### config.mk
export PLATFORM = sky130hd
export DESIGN_NAME = rc4_ksa_engine
export DESIGN_NICKNAME = d
export VERILOG_FILES = /design/src/rtl/rc4_pkg.sv /design/src/rtl/rc4_ksa_engine.sv
export SDC_FILE = /design/constraint.sdc
export NUM_CORES = 1
export LEC_CHECK = 0
export ABC_CLOCK_PERIOD_IN_PS = 4050
export CORE_MARGIN = 2
export CORE_UTILIZATION = 50
export CTS_CLUSTER_SIZE = 10
export DETAILED_ROUTE_END_ITERATION = 8
export GPL_TIMING_DRIVEN = 0
export HOLD_SLACK_MARGIN = 0.08
export PLACE_DENSITY = 0.76
export REMOVE_ABC_BUFFERS = 1
export SYNTH_ARGS = -nofsm -noshare
export SYNTH_HDL_FRONTEND = slang
export SYNTH_SLANG_ARGS = --single-unit
### constraint.sdc
create_clock -name CLOCK_50 -period 4.05 [get_ports CLOCK_50]
set_input_delay 1.0125 -clock CLOCK_50 [delete_from_list [all_inputs] [get_ports CLOCK_50]]
set_output_delay 1.0125 -clock CLOCK_50 [all_outputs]
set_load 0.005 [all_outputs]
### src/rtl/rc4_pkg.sv
// Shared definitions for the RC4 key-scheduling engine: the controller state
// encoding and the helper that locates one key element inside the packed key.
package rc4_pkg;

  typedef enum logic [3:0] {
    ST_IDLE   = 4'd0,
    ST_INIT   = 4'd1,
    ST_RD_I   = 4'd2,
    ST_WAIT_I = 4'd3,
    ST_RD_J   = 4'd4,
    ST_WAIT_J = 4'd5,
    ST_WR_I   = 4'd6,
    ST_WR_J   = 4'd7,
    ST_DONE   = 4'd8
  } rc4_state_e;

  // Bit offset of key element 'elem' in a key of 'key_bytes' elements of
  // 'width' bits each. Element 0 sits in the most-significant slot.
  function automatic int unsigned key_offset(input int unsigned elem,
                                             input int unsigned key_bytes,
                                             input int unsigned width);
    return (key_bytes - 1 - elem) * width;
  endfunction

endpackage

### src/rtl/rc4_ksa_engine.sv
// RC4 key-scheduling engine. Drives an external synchronous S-RAM: first fills
// it with the identity permutation, then performs the KSA shuffle using a
// read-read-write-write sequence of six cycles per index.
module rc4_ksa_engine
  import rc4_pkg::*;
#(
  parameter int ADDR_W    = 8,
  parameter int KEY_BYTES = 3
) (
  input  logic                          CLOCK_50,
  input  logic                          reset_n,
  input  logic                          start,
  input  logic [KEY_BYTES*ADDR_W-1:0]   key,
  output logic                          busy,
  output logic                          done,
  output logic [ADDR_W-1:0]             s_addr,
  output logic [ADDR_W-1:0]             s_wrdata,
  output logic                          s_wren,
  input  logic [ADDR_W-1:0]             s_rddata
);

  localparam int KIDX_W = (KEY_BYTES > 1) ? $clog2(KEY_BYTES) : 1;
  localparam logic [KIDX_W-1:0] KIDX_LAST = KIDX_W'(KEY_BYTES - 1);
  localparam logic [KIDX_W-1:0] KIDX_ONE  = KIDX_W'(1);
  localparam logic [ADDR_W-1:0] IDX_ONE   = ADDR_W'(1);
  localparam logic [ADDR_W-1:0] IDX_LAST  = {ADDR_W{1'b1}};

  rc4_state_e                    state;
  logic [ADDR_W-1:0]             i;
  logic [ADDR_W-1:0]             j;
  logic [ADDR_W-1:0]             si;
  logic [ADDR_W-1:0]             sj;
  logic [KEY_BYTES*ADDR_W-1:0]   key_reg;
  logic [KIDX_W-1:0]             kidx;
  logic [ADDR_W-1:0]             key_elem;

  // Select the key element for the current index; kidx tracks i mod KEY_BYTES
  // so no divider is needed, and with a single element it always picks 0.
  always_comb begin
    key_elem = '0;
    for (int k = 0; k < KEY_BYTES; k++) begin
      if (kidx == KIDX_W'(k)) begin
        key_elem = key_reg[key_offset(k, KEY_BYTES, ADDR_W) +: ADDR_W];
      end
    end
  end

  // Controller: init fill, six-cycle shuffle per index, then a one-cycle
  // DONE that can chain straight into a new run when start is still high.
  always_ff @(posedge CLOCK_50 or negedge reset_n) begin
    if (!reset_n) begin
      state   <= ST_IDLE;
      i       <= '0;
      j       <= '0;
      si      <= '0;
      sj      <= '0;
      key_reg <= '0;
      kidx    <= '0;
    end else begin
      case (state)
        ST_IDLE: begin
          if (start) begin
            key_reg <= key;
            i       <= '0;
            j       <= '0;
            state   <= ST_INIT;
          end
        end
        ST_INIT: begin
          i <= i + IDX_ONE;
          if (i == IDX_LAST) begin
            j     <= '0;
            kidx  <= '0;
            state <= ST_RD_I;
          end
        end
        ST_RD_I: begin
          state <= ST_WAIT_I;
        end
        ST_WAIT_I: begin
          si    <= s_rddata;
          j     <= j + s_rddata + key_elem;
          state <= ST_RD_J;
        end
        ST_RD_J: begin
          state <= ST_WAIT_J;
        end
        ST_WAIT_J: begin
          sj    <= s_rddata;
          state <= ST_WR_I;
        end
        ST_WR_I: begin
          state <= ST_WR_J;
        end
        ST_WR_J: begin
          kidx <= (kidx == KIDX_LAST) ? '0 : kidx + KIDX_ONE;
          i    <= i + IDX_ONE;
          if (i == IDX_LAST) begin
            state <= ST_DONE;
          end else begin
            state <= ST_RD_I;
          end
        end
        ST_DONE: begin
          if (start) begin
            key_reg <= key;
            i       <= '0;
            j       <= '0;
            state   <= ST_INIT;
          end else begin
            state <= ST_IDLE;
          end
        end
        default: begin
          state <= ST_IDLE;
        end
      endcase
    end
  end

  // Status flags decoded from the state so reset clears them immediately.
  always_comb begin
    busy = 1'b0;
    done = 1'b0;
    case (state)
      ST_INIT, ST_RD_I, ST_WAIT_I, ST_RD_J,
      ST_WAIT_J, ST_WR_I, ST_WR_J: busy = 1'b1;
      ST_DONE:                     done = 1'b1;
      default: ;
    endcase
  end

  // RAM port decode; address and data are held at zero whenever no access
  // is being made so the bus is quiet between operations.
  always_comb begin
    s_wren   = 1'b0;
    s_addr   = '0;
    s_wrdata = '0;
    case (state)
      ST_INIT: begin
        s_wren   = 1'b1;
        s_addr   = i;
        s_wrdata = i;
      end
      ST_RD_I: begin
        s_addr = i;
      end
      ST_RD_J: begin
        s_addr = j;
      end
      ST_WR_I: begin
        s_wren   = 1'b1;
        s_addr   = i;
        s_wrdata = sj;
      end
      ST_WR_J: begin
        s_wren   = 1'b1;
        s_addr   = j;
        s_wrdata = si;
      end
      default: ;
    endcase
  end

endmodule

==> flow_summary.json <==
{
  "initial_utilization": 0.512,
  "asyncSetResetFlopFracSynth": 1.00,
  "fin_nets": 431,
  "tritoncts": "yes",
  "htree_num_levels": 3,
  "max_freq_ghz": 0.268,
  "totalWireLength_um": 7360,
  "dr.pass1.iters": 6,
  "timing.final.hold_violations": 0,
  "first_global_vias": 2635,
  "post-cts-setup-buffer-count": 0,
  "worst-path-max-fanout": 20,
  "ant_nets": 0,
  "yosys_warnings": 0,
  "drt_iter0_drc": 140,
  "setup.worst_path.start_class": "flop",
  "post_synth_inst_count": 332,
  "flow.area_growth_from_synthesis_pct": 22.6,
  "synth_compound_area_frac": 0.122,
  "critical_path.endpoint_type": "output port",
  "grt_max_degree": 40,
  "post_drt_wl_per_cell_um": 15.8,
  "period_minus_slack_ns": 3.73,
  "core_region_area_um2": 6760,
  "post_synth_fa_ha_maj_area_fraction": 0.0717,
  "gp_routability_congestion": 0.866,
  "skew_ns": 0.0128,
  "ratio_of_routed_vias_to_standard_cells": 5.64,
  "post_cts_resized": 0,
  "chipHeight_um": 87.2,
  "final-max-slew-violation-count": 0,
  "drt_drc_violations_left": 0,
  "numPortBuffers": 53,
  "tightest_slew_ns": 1.31,
  "synth.lib_cells_used.distinct": 48,
  "mostFrequentLayoutCell": "sky130_fd_sc_hd__dfrtp_1",
  "min_path_type": "reg2reg",
  "critical_path_required_ns": 3.04,
  "detailroute.via_count": 2630,
  "layout-drive-gt1-share": 0.148,
  "maxCapViolations": 0,
  "yosys-mux-area-fraction": 0.130,
  "clk_latency_ns": 0.35,
  "netSwitchingFraction": 0.374,
  "antenna_cells": 0,
  "grt_antenna_before_repair": 0,
  "power_frac_seq": 0.359,
  "portion_of_the_clock_cycle_consumed_by_the_worst_path_in_the_final_layout": 0.920,
  "ys_seq_area_frac": 0.449,
  "tritoncts.num_buffers": 9,
  "rsz0062_at_grt": "false",
  "fp.dieArea_um2": 7600,
  "cts_root_buffer": "sky130_fd_sc_hd__clkbuf_8",
  "synth.ff_latch_count": 62,
  "synth-edff-count": 0,
  "post_synth_xor_area_fraction": 0.0329,
  "postSynth.topFlopCell": "sky130_fd_sc_hd__dfrtp_1",
  "setup.worst_path.class": "reg2out",
  "pwr-share-comb": 0.446,
  "clockBufferDepth": 2,
  "critPathArrivalTime_ns": 2.71,
  "synth_top_family_by_area": "simple AND/OR/NAND/NOR gates",
  "fin_hold_ws_ns": 0.486,
  "status": "finished, final reports clean",
  "clock_power_share": 0.194,
  "dpl.hpwl_um": 5360,
  "p_sw_w": 0.00107,
  "internal_power_w": 0.00179,
  "die_w_um": 87.2,
  "worst_setup_hold_path_clk_slew_ns": 0.07,
  "timing.max_slew.rel_slack": 0.128,
  "final_cell_mix": "sky130_fd_sc_hd__dfrtp_1 (62), sky130_fd_sc_hd__clkdlybuf4s50_1 (52), sky130_fd_sc_hd__nand2_1 (42), sky130_fd_sc_hd__mux2_2 (32), sky130_fd_sc_hd__nor2_1 (28)",
  "largest_register_ff_count": 24,
  "vdd_ir_drop_max_mv": 0.290,
  "overflow": 0,
  "cts_sinks": 62,
  "synth_area_um2": 3460,
  "cts.hold.buffers_added": 0,
  "grt.total_usage": 0.214,
  "p_leak_nw": 1.92,
  "synthesis.area_per_instance_um2": 10.4,
  "timing.setup.tns_ns": 0,
  "fp-row-count": 30,
  "setup_violations": 0,
  "grt_pass1_wl_um": 12500,
  "ios": 54,
  "simple_gate_area_share_of_the_yosys_netlist": 0.155,
  "p_per_cell_area_nw_per_um2": 676
}
[final timing paths]
check / end / from / slack [ns] / cells past startpoint
max in group asynchronous: key_reg[0] / reset_n / 2.78 / 2
hold / removal: si[3] / si[3] / 0.49 / 2
hold reg to reg: si[3] / si[3] / 0.49 / 2
setup reg to reg: j[7] / kidx[0] / 0.74 / 12
min in group asynchronous: i[0] / reset_n / 0.65 / 1
setup / recovery: s_wrdata[2] / state[2] / 0.32 / 5
[layout make-up]
type	instances	area [um^2]
inverters	17	63.8
fillers	590	2520
clock buffers	9	124
well taps	80	100
multi-input cells	237	1770
clock inverters	7	81.3
repair buffers	54	546
flip-flops and latches	62	1550
[layer usage]
layer  wire length, um  GRT usage  up-vias
met2              3570      0.343       79
li1                  -          -     1265
met1              3320      0.286     1278
met4                84     0.0615        0
met3               379     0.0616        8
met5                 0          0        -
[per-stage QoR]
stage          power, W  cells  setup slack [ns]  instance area [um^2]   util
3_3_place_gp    0.00226    449         0.0000488                  4010  0.594
5_1_grt         0.00311    466            0.0582                  4240  0.627
3_5_place_dp    0.00232    450             0.486                  4030  0.597
6_report        0.00287    466             0.324                  4240  0.627
4_1_cts         0.00288    466             0.316                  4240  0.627
2_1_floorplan   0.00184    316              1.19                  3380      -
[worst max-delay path, cell delays in order (launching register included)]
cell,delay [ns]
sky130_fd_sc_hd__dfrtp_1,0.78
sky130_fd_sc_hd__nand2b_1,0.20
sky130_fd_sc_hd__nor2_1,0.58
sky130_fd_sc_hd__a222oi_1,0.22
sky130_fd_sc_hd__inv_1,0.09
sky130_fd_sc_hd__clkdlybuf4s50_1,0.49
[cells in the mapped netlist, drive strengths merged (2+ instances only)]
library cell  count  area [um^2]
and3              3         18.8
or3               2         12.5
nand2b            8         50.1
o31ai             2         15.0
nand3             5         25.0
buf               7         40.0
ha                7         87.6
nor3              2         10.0
a22oi             7         52.6
inv              17         63.8
o21ai            14         70.1
mux2             32          360
a22o              3         26.3
clkbuf            9         33.8
nor2             29          111
xnor2             5         43.8
nand2            42          158
dfrtp            62         1550
nor2b             4         25.0
a31oi             3         33.8
and2              3         18.8
nand4             2         12.5
nand3b            2         15.0
a222oi            8         80.1
fa                8          160
o211ai            4         30.0
xor2              8         70.1
mux2i             9         90.1
a21oi            11         55.1
[logic make-up (layout without fill, tap and decap cells)]
family / count (synthesis) / after routing
simple gates: 109 / 109
flops: 62 / 62
compound gates: 59 / 59
mux: 41 / 41
buf+inv: 33 / 87
fa+ha+maj: 15 / 15
xor+xnor: 13 / 13
[power groups by stage]
stage,Sequential [W],Clock [W],Combinational [W]
after global placement,0.00103,0,0.00124
after CTS,0.00103,0.000570,0.00129
after floorplan,0.000969,0,0.000873
after detailed placement,0.00104,0,0.00128
final,0.00103,0.000557,0.00128
after global routing,0.00106,0.000607,0.00144
Note: power is estimated with default switching activity, not from simulation.
